**config.mk**
```make
export PLATFORM = sky130hd
export DESIGN_NAME = issue_ctrl
export DESIGN_NICKNAME = d
export VERILOG_FILES = /design/src/rtl/pipe_pkg.sv /design/src/rtl/reg_tracker.sv /design/src/rtl/issue_ctrl.sv
export SDC_FILE = /design/constraint.sdc
export NUM_CORES = 1
export LEC_CHECK = 0
export CORE_MARGIN = 10
export CORE_UTILIZATION = 49
export CTS_CLUSTER_DIAMETER = 100
export DETAILED_ROUTE_END_ITERATION = 8
export DONT_BUFFER_PORTS = 1
export HOLD_SLACK_MARGIN = 0.12
export PLACE_DENSITY_LB_ADDON = 0.05
export SLEW_MARGIN = 20
export SYNTH_ARGS = -nofsm -noshare
export SYNTH_HDL_FRONTEND = slang
export SYNTH_HIERARCHICAL = 1
export SYNTH_SLANG_ARGS = --single-unit
```
**constraint.sdc**
```tcl
create_clock -name clock -period 4.95 [get_ports clock]
set_input_delay 0.7425 -clock clock [delete_from_list [all_inputs] [get_ports clock]]
set_output_delay 0.7425 -clock clock [all_outputs]
set_load 0.05 [all_outputs]
```
**src/rtl/pipe_pkg.sv**
```systemverilog
// pipe_pkg: opcode constants, issue-controller states and decode helpers shared by D-stage logic
package pipe_pkg;

    localparam logic [6:0] OP_R     = 7'b0110011;
    localparam logic [6:0] OP_S     = 7'b0100011;
    localparam logic [6:0] OP_B     = 7'b1100011;
    localparam logic [6:0] OP_LUI   = 7'b0110111;
    localparam logic [6:0] OP_AUIPC = 7'b0010111;
    localparam logic [6:0] OP_JAL   = 7'b1101111;
    localparam logic [6:0] OP_JALR  = 7'b1100111;
    localparam logic [6:0] OP_SYS   = 7'b1110011;
    localparam logic [6:0] OP_LOAD  = 7'b0000011;
    localparam logic [6:0] OP_IMM   = 7'b0010011;

    typedef enum logic [1:0] {RUN, DRAIN, HALT} state_e;

    // One in-flight instruction as seen by the hazard tracker
    typedef struct packed {
        logic       v;
        logic       w;
        logic [4:0] rd;
    } trk_entry_t;

    function automatic logic uses_rs1(input logic [6:0] op);
        return op inside {OP_R, OP_S, OP_B, OP_IMM, OP_LOAD, OP_JALR, OP_SYS};
    endfunction

    function automatic logic uses_rs2(input logic [6:0] op);
        return op inside {OP_R, OP_S, OP_B};
    endfunction

    function automatic logic writes_rd(input logic [6:0] op);
        return op inside {OP_R, OP_IMM, OP_LOAD, OP_JAL, OP_JALR, OP_LUI, OP_AUIPC};
    endfunction

endpackage

```
**src/rtl/reg_tracker.sv**
```systemverilog
// reg_tracker: X/M/W image of in-flight destination registers with source-match logic
module reg_tracker
    import pipe_pkg::*;
(
    input  logic       clock,
    input  logic       reset,
    input  logic       freeze,
    input  trk_entry_t load,
    input  logic [4:0] rs1,
    input  logic [4:0] rs2,
    output logic       hazard_rs1,
    output logic       hazard_rs2,
    output logic       pipe_empty
);

    trk_entry_t x_q, m_q, w_q;

    function automatic logic hit(input trk_entry_t e, input logic [4:0] rs);
        return e.v && e.w && e.rd == rs;
    endfunction

    // Shift the in-flight image one stage per unfrozen edge; X takes whatever D sends
    always_ff @(posedge clock) begin
        if (reset) begin
            x_q <= '0;
            m_q <= '0;
            w_q <= '0;
        end else if (!freeze) begin
            w_q <= m_q;
            m_q <= x_q;
            x_q <= load;
        end
    end

    assign hazard_rs1 = hit(x_q, rs1) | hit(m_q, rs1) | hit(w_q, rs1);
    assign hazard_rs2 = hit(x_q, rs2) | hit(m_q, rs2) | hit(w_q, rs2);

    // True when X, M and W will all be invalid once the coming edge has shifted:
    // whatever sits in W now retires on that edge
    assign pipe_empty = !x_q.v && !m_q.v && !load.v;

endmodule

```
**src/rtl/issue_ctrl.sv**
```systemverilog
// issue_ctrl: RAW-hazard interlock, branch squash, memory freeze and ECALL drain/halt for the 5-stage pipe
module issue_ctrl
    import pipe_pkg::*;
#(
    parameter int CNT_W = 16
) (
    input  logic             clock,
    input  logic             reset,
    input  logic             d_valid,
    input  logic [6:0]       d_opcode,
    input  logic [4:0]       d_rd,
    input  logic [4:0]       d_rs1,
    input  logic [4:0]       d_rs2,
    input  logic             redirect,
    input  logic             mem_ready,
    output logic             f_stall,
    output logic             d_stall,
    output logic             d_flush,
    output logic             x_bubble,
    output logic             issue,
    output logic             halted,
    output logic [CNT_W-1:0] stall_cycles
);

    state_e           state_q;
    logic [CNT_W-1:0] cnt_q;
    logic             hz_rs1, hz_rs2, hazard, drain_done;
    trk_entry_t       x_load;

    assign hazard = d_valid && ((uses_rs1(d_opcode) && hz_rs1) || (uses_rs2(d_opcode) && hz_rs2));

    // Only an issuing instruction occupies X; x0 destinations never count as writes
    assign x_load = '{v: issue, w: issue && writes_rd(d_opcode) && d_rd != 5'd0, rd: d_rd};

    reg_tracker u_trk (
        .clock      (clock),
        .reset      (reset),
        .freeze     (!mem_ready),
        .load       (x_load),
        .rs1        (d_rs1),
        .rs2        (d_rs2),
        .hazard_rs1 (hz_rs1),
        .hazard_rs2 (hz_rs2),
        .pipe_empty (drain_done)
    );

    // Pipeline control in priority order: reset, memory freeze, redirect, drain/halt, hazard
    always_comb begin
        f_stall  = 1'b0;
        d_stall  = 1'b0;
        d_flush  = 1'b0;
        x_bubble = 1'b0;
        issue    = 1'b0;
        if (!reset) begin
            if (!mem_ready) begin
                f_stall = 1'b1;
                d_stall = 1'b1;
            end else if (redirect && state_q == RUN) begin
                d_flush  = 1'b1;
                x_bubble = 1'b1;
            end else if (state_q != RUN || hazard) begin
                f_stall  = 1'b1;
                d_stall  = 1'b1;
                x_bubble = 1'b1;
            end else begin
                issue = d_valid;
            end
        end
    end

    // Run/drain/halt sequencing and saturating hazard-stall counter, both held while memory is busy
    always_ff @(posedge clock) begin
        if (reset) begin
            state_q <= RUN;
            cnt_q   <= '0;
        end else if (mem_ready) begin
            case (state_q)
                RUN:     if (issue && d_opcode == OP_SYS) state_q <= DRAIN;
                DRAIN:   if (drain_done) state_q <= HALT;
                default: state_q <= state_q;
            endcase
            if (state_q == RUN && !redirect && hazard && !(&cnt_q)) cnt_q <= cnt_q + 1'b1;
        end
    end

    assign halted       = state_q == HALT;
    assign stall_cycles = cnt_q;

endmodule
```
# After elaboration in Yosys (flattened, before gate mapping)
# Cells that the tools add are included.
# totals
out_inout_bits,22
ff_bits,39
word_cells,91
input_bits,27
# classes
eq_ne,20
muxes,17
n_addsub,1
bitwise_logic,4
n_reduce_logical,38
# op_table
cell,count
$eq A5 B5 Y1,6
$eq A7 B7 Y1 const B,4
$eq A7 B6 Y1 const B,3
$logic_and A1 B1 Y1,21
$add A16 B1 Y16 const B,1
$reduce_and A16 Y1,1
$eq A7 B5 Y1 const B,2
$mux W1,14
$reduce_bool A7 Y1,2
$eq A7 B2 Y1 const B,1
$logic_not A1 Y1,5
$reduce_bool A5 Y1,1
$mux W2,2
$or A1 B1 Y1,4
$pmux W2 S2,1
$reduce_and A4 Y1,1
$reduce_bool A2 Y1,2
$reduce_bool A3 Y1,1
$eq A2 B1 Y1 const B,1
$eq A2 B2 Y1 const B,1
$logic_not A2 Y1,1
$logic_or A1 B1 Y1,2
$ne A2 B1 Y1 const B,1
$ne A2 B2 Y1 const B,1
$reduce_and A2 Y1,1

# Logic depth before layout (Yosys ltp)
# Gate-level depths: netlist of the first run.
# logic_depth
depth_word,16
depth_mapped,13
depth_no_buf,13

# Modules after synthesis
# Netlist of the first run, hierarchy kept.
# by_module_without_submodules
mod,n_inst,seq_area_each_um2,cells_each,area_per_inst_um2
issue_ctrl,1,360.3,143,1146.1
reg_tracker,1,420.4,113,1088.5

# Worst setup path before layout of the first run
# Ideal clock, no wire load.
# synth_timing
path_type,input to output
from,input d_rs1[0]
to,output issue
stages,8
slack_ns,0.878
arrival_time_ns,3.330
t_required_ns,4.208
path_buffers,0
cell_sequence,xor2_1 -> nor4_1 -> nand4_1 -> nand3_1 -> and4b_1 -> a21oi_1 -> a21oi_1 -> nor4_1
# synth_via
elab_chain_len,12
word_cells_on_any_way,16
cone_classes,3 x eq/ne; 4 x mux; 2 x bitwise; 7 x reduce/logical
# synth_lines
item,line,rtl
from (decl),issue_ctrl.sv:12,"input logic [4:0] d_rs1,"
$eq A5 B5 Y1,reg_tracker.sv:19,return e.v && e.w && e.rd == rs;
$logic_and A1 B1 Y1,reg_tracker.sv:19,
$or A1 B1 Y1,reg_tracker.sv:35,"assign hazard_rs1 = hit(x_q, rs1) | hit(m_q, rs1) | hit(w_q, rs1);"
$or A1 B1 Y1 *,reg_tracker.sv:35,
via hz_rs1,issue_ctrl.sv:27,"logic hz_rs1, hz_rs2, hazard, drain_done;"
$logic_and A1 B1 Y1 *,issue_ctrl.sv:30,assign hazard = d_valid && ((uses_rs1(d_opcode) && hz_rs1) || (uses_rs2(d_opcode) && hz_rs2));
$logic_or A1 B1 Y1 *,issue_ctrl.sv:30,
$logic_and A1 B1 Y1 *,issue_ctrl.sv:30,
$logic_or A1 B1 Y1 *,issue_ctrl.sv:61,end else if (state_q != RUN || hazard) begin
$mux W1 *,issue_ctrl.sv:61,
$mux W1 *,issue_ctrl.sv:58,end else if (redirect && state_q == RUN) begin
$mux W1 *,issue_ctrl.sv:55,if (!mem_ready) begin
$mux W1 *,issue_ctrl.sv:54,if (!reset) begin
to (decl),issue_ctrl.sv:20,"output logic issue,"
# Mark *: on every way through the listed nets, which the timed path passes. The rest lies on a longest branch.

# Final worst setup path of the first run
# layout_timing
from,input d_rs1[3]
to,output x_bubble
# layout_via
elab_chain_len,12
word_cells_on_any_way,16
cone_classes,3 x eq/ne; 4 x mux; 2 x bitwise; 7 x reduce/logical
# layout_lines
item,line,rtl
$eq A5 B5 Y1,reg_tracker.sv:19,
$logic_and A1 B1 Y1,reg_tracker.sv:19,
$or A1 B1 Y1,reg_tracker.sv:35,
$or A1 B1 Y1 *,reg_tracker.sv:35,
via hz_rs1,issue_ctrl.sv:27,
$logic_and A1 B1 Y1 *,issue_ctrl.sv:30,
$logic_or A1 B1 Y1 *,issue_ctrl.sv:30,
$logic_and A1 B1 Y1 *,issue_ctrl.sv:30,
$logic_or A1 B1 Y1 *,issue_ctrl.sv:61,
$mux W1 *,issue_ctrl.sv:61,
$mux W1 *,issue_ctrl.sv:58,
$mux W1 *,issue_ctrl.sv:55,
$mux W1 *,issue_ctrl.sv:54,
to (decl),issue_ctrl.sv:19,"output logic x_bubble,"
# Marks and branches as above.

==> results of run 1 <==
==> cell type report <==
| type | instances | area [um^2] | area share [%] |
|---|---|---|---|
| Multi-Input combinational cell | 199 | 1380 | 58.3 |
| Sequential cell | 39 | 781 | 32.9 |
| Clock buffer | 6 | 82.6 | 3.48 |
| Tap cell | 52 | 65.1 | 2.74 |
| Timing Repair Buffer | 5 | 41.3 | 1.74 |
| Inverter | 4 | 15.0 | 0.633 |
| Clock inverter | 1 | 5.00 | 0.211 |
==> state kept, by name (all words and copies together) (netlist names) <==
register / cells
stall_cycles: 16
state_q: 2
u_trk/m_q: 7
u_trk/w_q: 7
u_trk/x_q: 7
==> layer usage <==
layer	part of all wire (%)	global-route usage (%)
met1	42	17.2
met5	0	0
met2	49	23.2
met4	0.46	3.04
met3	9.0	6.59
==> layout by cell type (no fill, tap or decap), types with 3 or more instances in the layout <==
cell,instances
nor4_1,8
a21oi_1,14
nand4_1,14
o21ai_0,3
xnor2_1,6
nor3b_1,3
nor2_1,32
or4_1,9
mux2_2,3
clkbuf_8,6
nand2_1,5
dfxtp_1,39
nor2b_1,5
xor2_1,24
inv_1,4
nand3_1,9
o31ai_1,8
mux2i_1,21
buf_4,4
nor3_1,5
==> metrics by stage <==
stage | power (W) | setup WS [ns]
final | 0.000595 | 1.70
after global routing | 0.000619 | 1.43
after CTS | 0.000601 | 1.67
after detailed placement | 0.000381 | 1.68
after global placement | 0.000381 | 1.74
after floorplan | 0.000377 | 0.878
==> cells by family after synthesis <==
family	share of synthesized area, %
AOI/OAI and AO/OA	11.0
muxes	10.9
adders and majority gates	0.560
and+or+nand+nor	26.9
buffers and inverters	3.92
xor gates and xnor gates	11.8
DFF	34.9
==> worst max path at each step <==
| stage | startpoint | cells past startpoint | endpoint |
|---|---|---|---|
| floorplan | d_rs1[0] | 8 | issue |
| global placement | d_rs1[0] | 10 | x_bubble |
| detailed placement | d_rs1[3] | 10 | x_bubble |
| CTS | d_rs1[3] | 10 | x_bubble |
| global route | u_trk/m_q[3]$_SDFFE_PP0N_ | 10 | x_bubble |
| finish | d_rs1[3] | 10 | x_bubble |
==> power by group <==
group          internal (W)  switching (W)  total (W)  leakage (nW)
combinational     0.0000236      0.0000258  0.0000494         0.567
clock              0.000109       0.000112   0.000221        0.0470
sequential         0.000318     0.00000632   0.000325         0.316
total              0.000451       0.000144   0.000595         0.930
==> summary.txt, run 1 <==
Outcome
  – Status: finished, final reports clean

Floorplan
  – Die Wd: 87.5 um
  – Die footprint: 7660 um^2
  – Row count: 24
  – Starting Density: 51.0%
  – Placeable Area: 4380 um^2
  – IO Count: 49
  – Overall die height: 87.5 um

STA
  – Setup Skew: 0.00503 ns
  – Fin crit period: 3.25 ns
  – Hold Fails Final Rpt: 0
  – Relative slew slack: 28.2%
  – Fmax: 308 MHz
  – Max-slew violation count: 0
  – Final setup fails: 0
  – Tcrit/Tclk final: 65.7%
  – RSZ-0062 raised after global routing: no
  – Hold slack: 0.513 ns
  – TNS Setup: 0 ns
  – Slew @ Worst Pin: 1.08 ns

Yosys
  – Synth area leaders: dfxtp_1 (35%), mux2i_1 (9.4%), xor2_1 (9.4%)
  – Async set-reset flop share out of synthesis: 0%
  – Synth Register Bits: 39
  – Post-synthesis sequential area ratio: 34.9%
  – Library cells used by synthesis: 45
  – Dominant synthesized flop cell: dfxtp_1
  – Syn_area_per_cell: 8.73 um^2
  – Post-synthesis cell count: 256
  – Commonest cells in the netlist: dfxtp_1 (39), nor2_1 (33), xor2_1 (24)
  – Area leader, netlist: dfxtp_1
  – Cell Area, Synth: 2230 um^2
  – EDFF count, synth: 0
  – Top cell type's share of synthesized area: 34.9%
  – Most common cell in the netlist: dfxtp_1
  – Syn nets: 284
  – Ys Warns: 6

Layout
  – Layout area overhead: 6.22%
  – Final net count: 282
  – Fillers: 412
  – Fin area: 2370 um^2
  – Antenna diodes: 0
  – Non-filler instance count after layout: 306
  – Core Util, Final: 54.1%
  – Share of layout cells above drive strength 1: 8.27%

Power and ir drop
  – PwrDens: 251 nW/um^2
  – Worst IR Drop VDD: 177 uV
  – Leak: 0.930 nW

Critical path
  – Slowest cell on the critical path: nor4_1
  – Reg2reg path depth: 9
  – Cells along the critical path: xor2_1, nor4_1, nand4_1, nand3_1, and4b_1, a21oi_1, a21oi_1, a2111oi_0, nor3_1, buf_4
  – Worst Path Class, Setup: input port to output port
  – Worst r2r src: u_trk/x_q[3]$_SDFFE_PP0N_
  – Worst EP arrival: 2.51 ns
  – R2R Path End: stall_cycles[7]$_SDFFE_PP0P_
  – Setup slack, reg-to-reg: 2.11 ns
  – Most frequent CP cell: a21oi_1
  – CP peak stage delay: 0.31 ns
  – CP max FO: 3
  – Setup crit start kind: input port
  – Required time worst endpoint: 4.21 ns
  – Crit end category: output port
  – Delay-heaviest family, CP: simple AND/OR/NAND/NOR gates
  – CP Buf/Inv Count: 1

Drt
  – Post-route ant nets: 0
  – Final WL: 5260 um
  – 1st-iter DRT viols: 102
  – DR DRC count: 0
  – Vias per cell: 5.96
  – Vias: 1823
  – Routed length per instance: 17.2 um
  – First-pass DRT Iterations: 5

Clock network
  – Post-CTS setup buffer count: 0
  – Worst-Skew Late Latency: 0.29 ns
  – TritonCTS sink count: 39
  – Max H-tree Level: 2
  – CTS tree: yes
  – CTS resizes: 0
  – CTS clk-pin slew, worst paths: 0.08 ns
  – CTS root buffer: clkbuf_8
  – Clock tree buffer depth: 2
  – CTS buffer count: 5
  – Hold_buf cts: 0

Global routing
  – Number of global-route vias before repair: 1815
  – Total gr overflow: 0
  – First-pass GRT wire length: 9040 um
  – Initial antenna violation count: 0
  – GR Util All Layers: 14.4%
  – Largest net degree at the start of global routing: 48

Placement
  – Post-Place Cells: 299
  – GPL Wtd Cong: 0.778
  – Placed instance area: 2290 um^2
  – Dpl hpwl: 3810 um
  – # port buffers: 0

Job
  – Max-Cap Viols: 0

Hold path
  – WHS Endpoint: stall_cycles[0]$_SDFFE_PP0P_
  – Hold Crit Class: input port to flip-flop
  – WHS Path Cells: 1
  – Worst Hold Launch: reset
Note: power is estimated with default switching activity, not from simulation.
==> inputs of run 2 (changes only) <==
Clock period 4.95 ns to 2.9 ns, I/O delays scaled along.
==> run 2 against run 1 <==
Worst setup slack got worse by 1.5 ns. Count of clock-buffer cells in the layout down 1. Highest routed layer unchanged. Worst hold slack worse by 0.32 ns. Sequential share of layout area shrank 2.2 points. Non-clock buffer count rose by 13. Critical path type is now flip-flop to output port. Clock power grew 110%. Combinational power up 93%. Critical endpoint unchanged.
==> summary.txt, run 2 (synthesis results as in run 1) <==
Clock network
  – Max H-tree Level: 2
  – Clock tree buffer depth: 2
  – CTS root buffer: clkbuf_8
  – Hold_buf cts: 0
  – TritonCTS sink count: 39
  – Worst-Skew Late Latency: 0.30 ns
  – CTS buffer count: 5
  – CTS clk-pin slew, worst paths: 0.08 ns
  – CTS tree: yes

STA
  – Slew @ Worst Pin: 0.933 ns
  – Final worst slack: 0.153 ns
  – Setup Skew: 0.0108 ns
  – Final setup fails: 0
  – Relative slew slack: 37.6%
  – Fin crit period: 2.75 ns
  – Tcrit/Tclk final: 94.7%
  – Hold slack: 0.198 ns
  – Hold Fails Final Rpt: 0
  – Max-slew violation count: 0
  – RSZ-0062 raised after global routing: no
  – Fmax: 364 MHz

Drt
  – First-pass DRT Iterations: 4
  – Routed length per instance: 17.3 um
  – DR DRC count: 0
  – Vias: 1933
  – Post-route ant nets: 0
  – Vias per cell: 6.04
  – 1st-iter DRT viols: 103
  – Final WL: 5540 um

Placement
  – # port buffers: 0
  – GPL Wtd Cong: 0.904
  – Post-Place Cells: 311
  – Dpl hpwl: 4120 um
  – Place WS: 0.192 ns

Hold path
  – WHS Path Cells: 1
  – Hold Crit Class: input port to flip-flop
  – Worst Hold Launch: reset
  – WHS Endpoint: u_trk/w_q[3]$_SDFFE_PP0N_

Critical path
  – Worst EP arrival: 2.31 ns
  – Worst r2r src: u_trk/m_q[0]$_SDFFE_PP0N_
  – Setup crit start kind: flip-flop
  – CP Buf/Inv Count: 1
  – R2R Path End: stall_cycles[7]$_SDFFE_PP0P_
  – CP max FO: 4
  – Cells along the critical path: xor2_1, nor4_2, nand4_1, nand3_2, and4b_1, a21oi_2, a21oi_4, a2111oi_2, nor3_2, buf_4
  – Crit path launch: u_trk/x_q[3]$_SDFFE_PP0N_
  – Required time worst endpoint: 2.47 ns
  – Delay-heaviest family, CP: compound AO/OA/AOI/OAI gates
  – Setup slack, reg-to-reg: 0.29 ns
  – Crit end category: output port
  – Reg2reg path depth: 10
  – Slowest cell on the critical path: a2111oi_2
  – Worst Path Class, Setup: flip-flop to output port
  – CP peak stage delay: 0.40 ns

Floorplan
  – Die footprint: 7660 um^2
  – Die Wd: 87.5 um
  – Overall die height: 87.5 um
  – Row count: 24
  – Starting Density: 51.0%
  – Placeable Area: 4380 um^2
  – IO Count: 49

Layout
  – Antenna diodes: 0
  – Final net count: 295
  – Most common cell after layout, fill and taps aside: nor2_1
  – Most frequent cells in the layout: nor2_1 (32), dfxtp_1 (31), xor2_1 (24)
  – Layout area overhead: 15.5%
  – Max reg flops: 16
  – Non-filler instance count after layout: 320
  – Share of layout cells above drive strength 1: 18.7%

Global routing
  – Number of global-route vias before repair: 1846
  – Largest net degree at the start of global routing: 48
  – First-pass GRT wire length: 9090 um
  – Total gr overflow: 0
  – GR Util All Layers: 14.7%
  – Initial antenna violation count: 0

Power and ir drop
  – Worst IR Drop VDD: 326 uV
  – Total power: 0.00111 W
  – PwrDens: 430 nW/um^2
  – Leak: 1.03 nW

Outcome
  – Status: finished, final reports clean

Job
  – Max-Cap Viols: 0
-- run 2: cell types whose count changed in the layout (fill, tap and decap cells not counted), sizes merged --
cell | previous run | this run
bufinv | 0 | 1
clkinv | 1 | 2
clkbuf | 6 | 5
buf | 5 | 18
-- run 2: worst max-delay path by stage --
stage               slack, ns  cells past startpoint                 endpoint
floorplan               -0.06                     13  state_q[0]$_SDFFE_PP0P_
global placement         0.18                     10                 x_bubble
detailed placement       0.19                     10                 x_bubble
CTS                      0.04                     10                 x_bubble
global route             0.01                      9                  d_stall
finish                   0.15                     10                 x_bubble
-- run 2: timing repair --
action | in CTS | in global routing
endpoints found under the setup margin | 4 | 5
gates resized for setup | 4 | 13
setup buffers | 1 | 0
pin swaps | 1 | 2
-- run 2: where the power goes --
group          leakage, nW  internal, W  switching (W)
combinational        0.657    0.0000459      0.0000492
clock               0.0581     0.000256       0.000204
sequential           0.319     0.000544     0.00000997
total                 1.03     0.000846       0.000263
-- run 2: stage by stage --
stage | instance area (um^2) | utilization [%] | setup TNS, ns
floorplan | 2250 | - | -0.0588
global placement | 2410 | 55.0 | 0
detailed placement | 2410 | 55.0 | 0
CTS | 2540 | 58.0 | 0
global route | 2580 | 58.8 | 0
finish | 2580 | 58.8 | 0
-- run 2: metal layers --
| layer | vias up | routed length (um) | global-route usage [%] |
|---|---|---|---|
| met4 | 0 | 91 | 5.22 |
| met2 | 55 | 2790 | 24.7 |
| met1 | 910 | 2130 | 15.5 |
| met5 | - | 0 | 0 |
| li1 | 960 | - | - |
| met3 | 8 | 540 | 7.52 |
-- run 2: worst register-to-register path: stages (launching register included) --
cell and delay (ns):
dfxtp_1 0.35, xor2_1 0.17, nor4_1 0.29, nand4_1 0.16, nand3_2 0.11, and4b_1 0.21
a21oi_2 0.05, a211o_1 0.33, buf_12 0.17, nor4_1 0.31, mux2_2 0.36
-- run 2: layout make-up --
cell class / count / area (um^2)
fillers: 405 / 1800
multi-input cells: 199 / 1440
flip-flops and latches: 39 / 791
repair buffers: 18 / 160
clock buffers: 5 / 68.8
well taps: 52 / 65.1
clock inverters: 3 / 43.8
inverters: 4 / 15.0
==> inputs of run 3 (changes only) <==
Settings changed: CORE_UTILIZATION 49 to 46, PLACE_DENSITY_LB_ADDON 0.05 to default, SLEW_MARGIN 20 to default.
==> run 3 against run 2 <==
Count of clock-buffer cells in the layout increased by 1. Sequential share of layout area decreased by 0.23 points. Sequential power about the same. Flip-flop and latch count unchanged. Cell area increased by 0.29%. Total power decreased by 7.4%. Worst setup slack got worse by 0.053 ns. Combinational power decreased by 1%. First-iteration DRC count increased by 33%. Worst hold slack improved by 0.0038 ns. Critical path type unchanged. Largest cell class unchanged.
==> summary.txt, run 3 (synthesis results as in run 1) <==
Global routing
  – GR Util All Layers: 13.2%
  – Total gr overflow: 0
  – Initial antenna violation count: 0
  – Largest net degree at the start of global routing: 48
  – First-pass GRT wire length: 9050 um
  – Number of global-route vias before repair: 1870

Clock network
  – Clock tree buffer depth: 2
  – CTS root buffer: clkbuf_8
  – Hold_buf cts: 0
  – CTS tree: yes
  – TritonCTS sink count: 39
  – CTS clk-pin slew, worst paths: 0.08 ns
  – Max H-tree Level: 2
  – CTS buffer count: 5
  – Worst-Skew Late Latency: 0.30 ns

Critical path
  – CP max FO: 3
  – Cells along the critical path: xor2_1, nor4_1, nand4_1, nand3_2, and4b_1, a21oi_2, a21oi_4, a31oi_1, nor2_2, buf_12
  – Required time worst endpoint: 2.47 ns
  – CP peak stage delay: 0.36 ns
  – Slowest cell on the critical path: dfxtp_4
  – Worst r2r src: u_trk/w_q[3]$_SDFFE_PP0N_
  – Reg2reg path depth: 10
  – CP Buf/Inv Count: 1
  – Setup slack, reg-to-reg: 0.20 ns
  – Delay-heaviest family, CP: simple AND/OR/NAND/NOR gates
  – R2R Path End: stall_cycles[8]$_SDFFE_PP0P_
  – Worst EP arrival: 2.37 ns
  – Crit end category: output port
  – Worst Path Class, Setup: flip-flop to output port
  – Setup crit start kind: flip-flop

STA
  – Slew @ Worst Pin: 0.946 ns
  – Final setup fails: 0
  – Hold Fails Final Rpt: 0
  – Tcrit/Tclk final: 96.6%
  – Fmax: 357 MHz
  – Setup Skew: 0.0105 ns
  – TNS Setup: 0 ns
  – Max-slew violation count: 0
  – Hold slack: 0.202 ns
  – Relative slew slack: 36.8%
  – Fin crit period: 2.80 ns

Drt
  – Vias: 1922
  – DR DRC count: 0
  – Post-route ant nets: 0
  – Vias per cell: 5.74
  – Routed length per instance: 16.5 um
  – Final WL: 5540 um
  – First-pass DRT Iterations: 4
  – 1st-iter DRT viols: 137

Placement
  – # port buffers: 0
  – GPL Wtd Cong: 0.786
  – Dpl hpwl: 3960 um

Floorplan
  – IO Count: 49
  – Starting Density: 47.3%
  – Row count: 25
  – Placeable Area: 4720 um^2
  – Die footprint: 8050 um^2
  – Overall die height: 89.7 um
  – Die Wd: 89.7 um

Layout
  – Final net count: 296
  – Share of layout cells above drive strength 1: 17.5%
  – Max reg flops: 16
  – Antenna diodes: 0
  – Layout area overhead: 15.8%
  – Most frequent cells in the layout: dfxtp_1 (36), nor2_1 (32), xor2_1 (24)
  – Core Util, Final: 54.8%
  – Most common cell after layout, fill and taps aside: dfxtp_1

Power and ir drop
  – Leak: 1.02 nW
  – PwrDens: 397 nW/um^2
  – Total power: 0.00103 W
  – Worst IR Drop VDD: 250 uV

Hold path
  – WHS Endpoint: stall_cycles[10]$_SDFFE_PP0P_
  – WHS Path Cells: 1
  – Worst Hold Launch: reset
  – Hold Crit Class: input port to flip-flop

Job
  – Max-Cap Viols: 0

Outcome
  – Status: finished, final reports clean
[run 3: timing repair]
item,in CTS,in global routing
gates cloned,0,0
endpoints found under the setup margin,3,11
resized for setup,3,13
pin swaps,0,11
buffers inserted,0,1
[run 3: metrics by stage]
| stage | cells | instance area [um^2] | worst slack [ns] |
|---|---|---|---|
| after floorplan | 256 | 2250 | -0.0588 |
| after global placement | 327 | 2420 | 0.173 |
| after detailed placement | 327 | 2420 | 0.105 |
| after CTS | 334 | 2520 | 0.0175 |
| after global routing | 335 | 2590 | -0.00641 |
| final | 335 | 2590 | 0.0994 |
[run 3: layout make-up]
cell class                      instances  area (um^2)
Timing Repair Buffer                   19          155
Multi-Input combinational cell        199         1460
Inverter                                4         15.0
Fill cell                             437         2140
Sequential cell                        39          787
Clock buffer                            6         82.6
Tap cell                               67         83.8
Clock inverter                          1         5.00
[run 3: worst max-delay path by stage]
stage | cells after the start | from | slack (ns) | endpoint
final | 10 | u_trk/w_q[3]$_SDFFE_PP0N_ | 0.1 | f_stall
after global routing | 10 | u_trk/w_q[3]$_SDFFE_PP0N_ | -0.006 | d_stall
after CTS | 10 | u_trk/x_q[3]$_SDFFE_PP0N_ | 0.02 | f_stall
after detailed placement | 10 | d_rs1[3] | 0.10 | stall_cycles[3]$_SDFFE_PP0P_
after global placement | 10 | d_rs1[3] | 0.17 | stall_cycles[8]$_SDFFE_PP0P_
after floorplan | 13 | d_rs1[0] | -0.06 | state_q[0]$_SDFFE_PP0P_
[run 3: routing by layer]
| metal | GRT usage (%) | vias up | wire length, um |
|---|---|---|---|
| met5 | 0 | - | 0 |
| met4 | 4.58 | 0 | 65 |
| met3 | 6.07 | 9 | 488 |
| met2 | 21.7 | 52 | 2720 |
| met1 | 14.6 | 892 | 2260 |
| li1 | - | 969 | - |
[run 3: where the power goes]
part | internal (W) | switching [W]
logic | 0.0000452 | 0.0000486
clock network | 0.000187 | 0.000193
registers | 0.000543 | 0.0000105
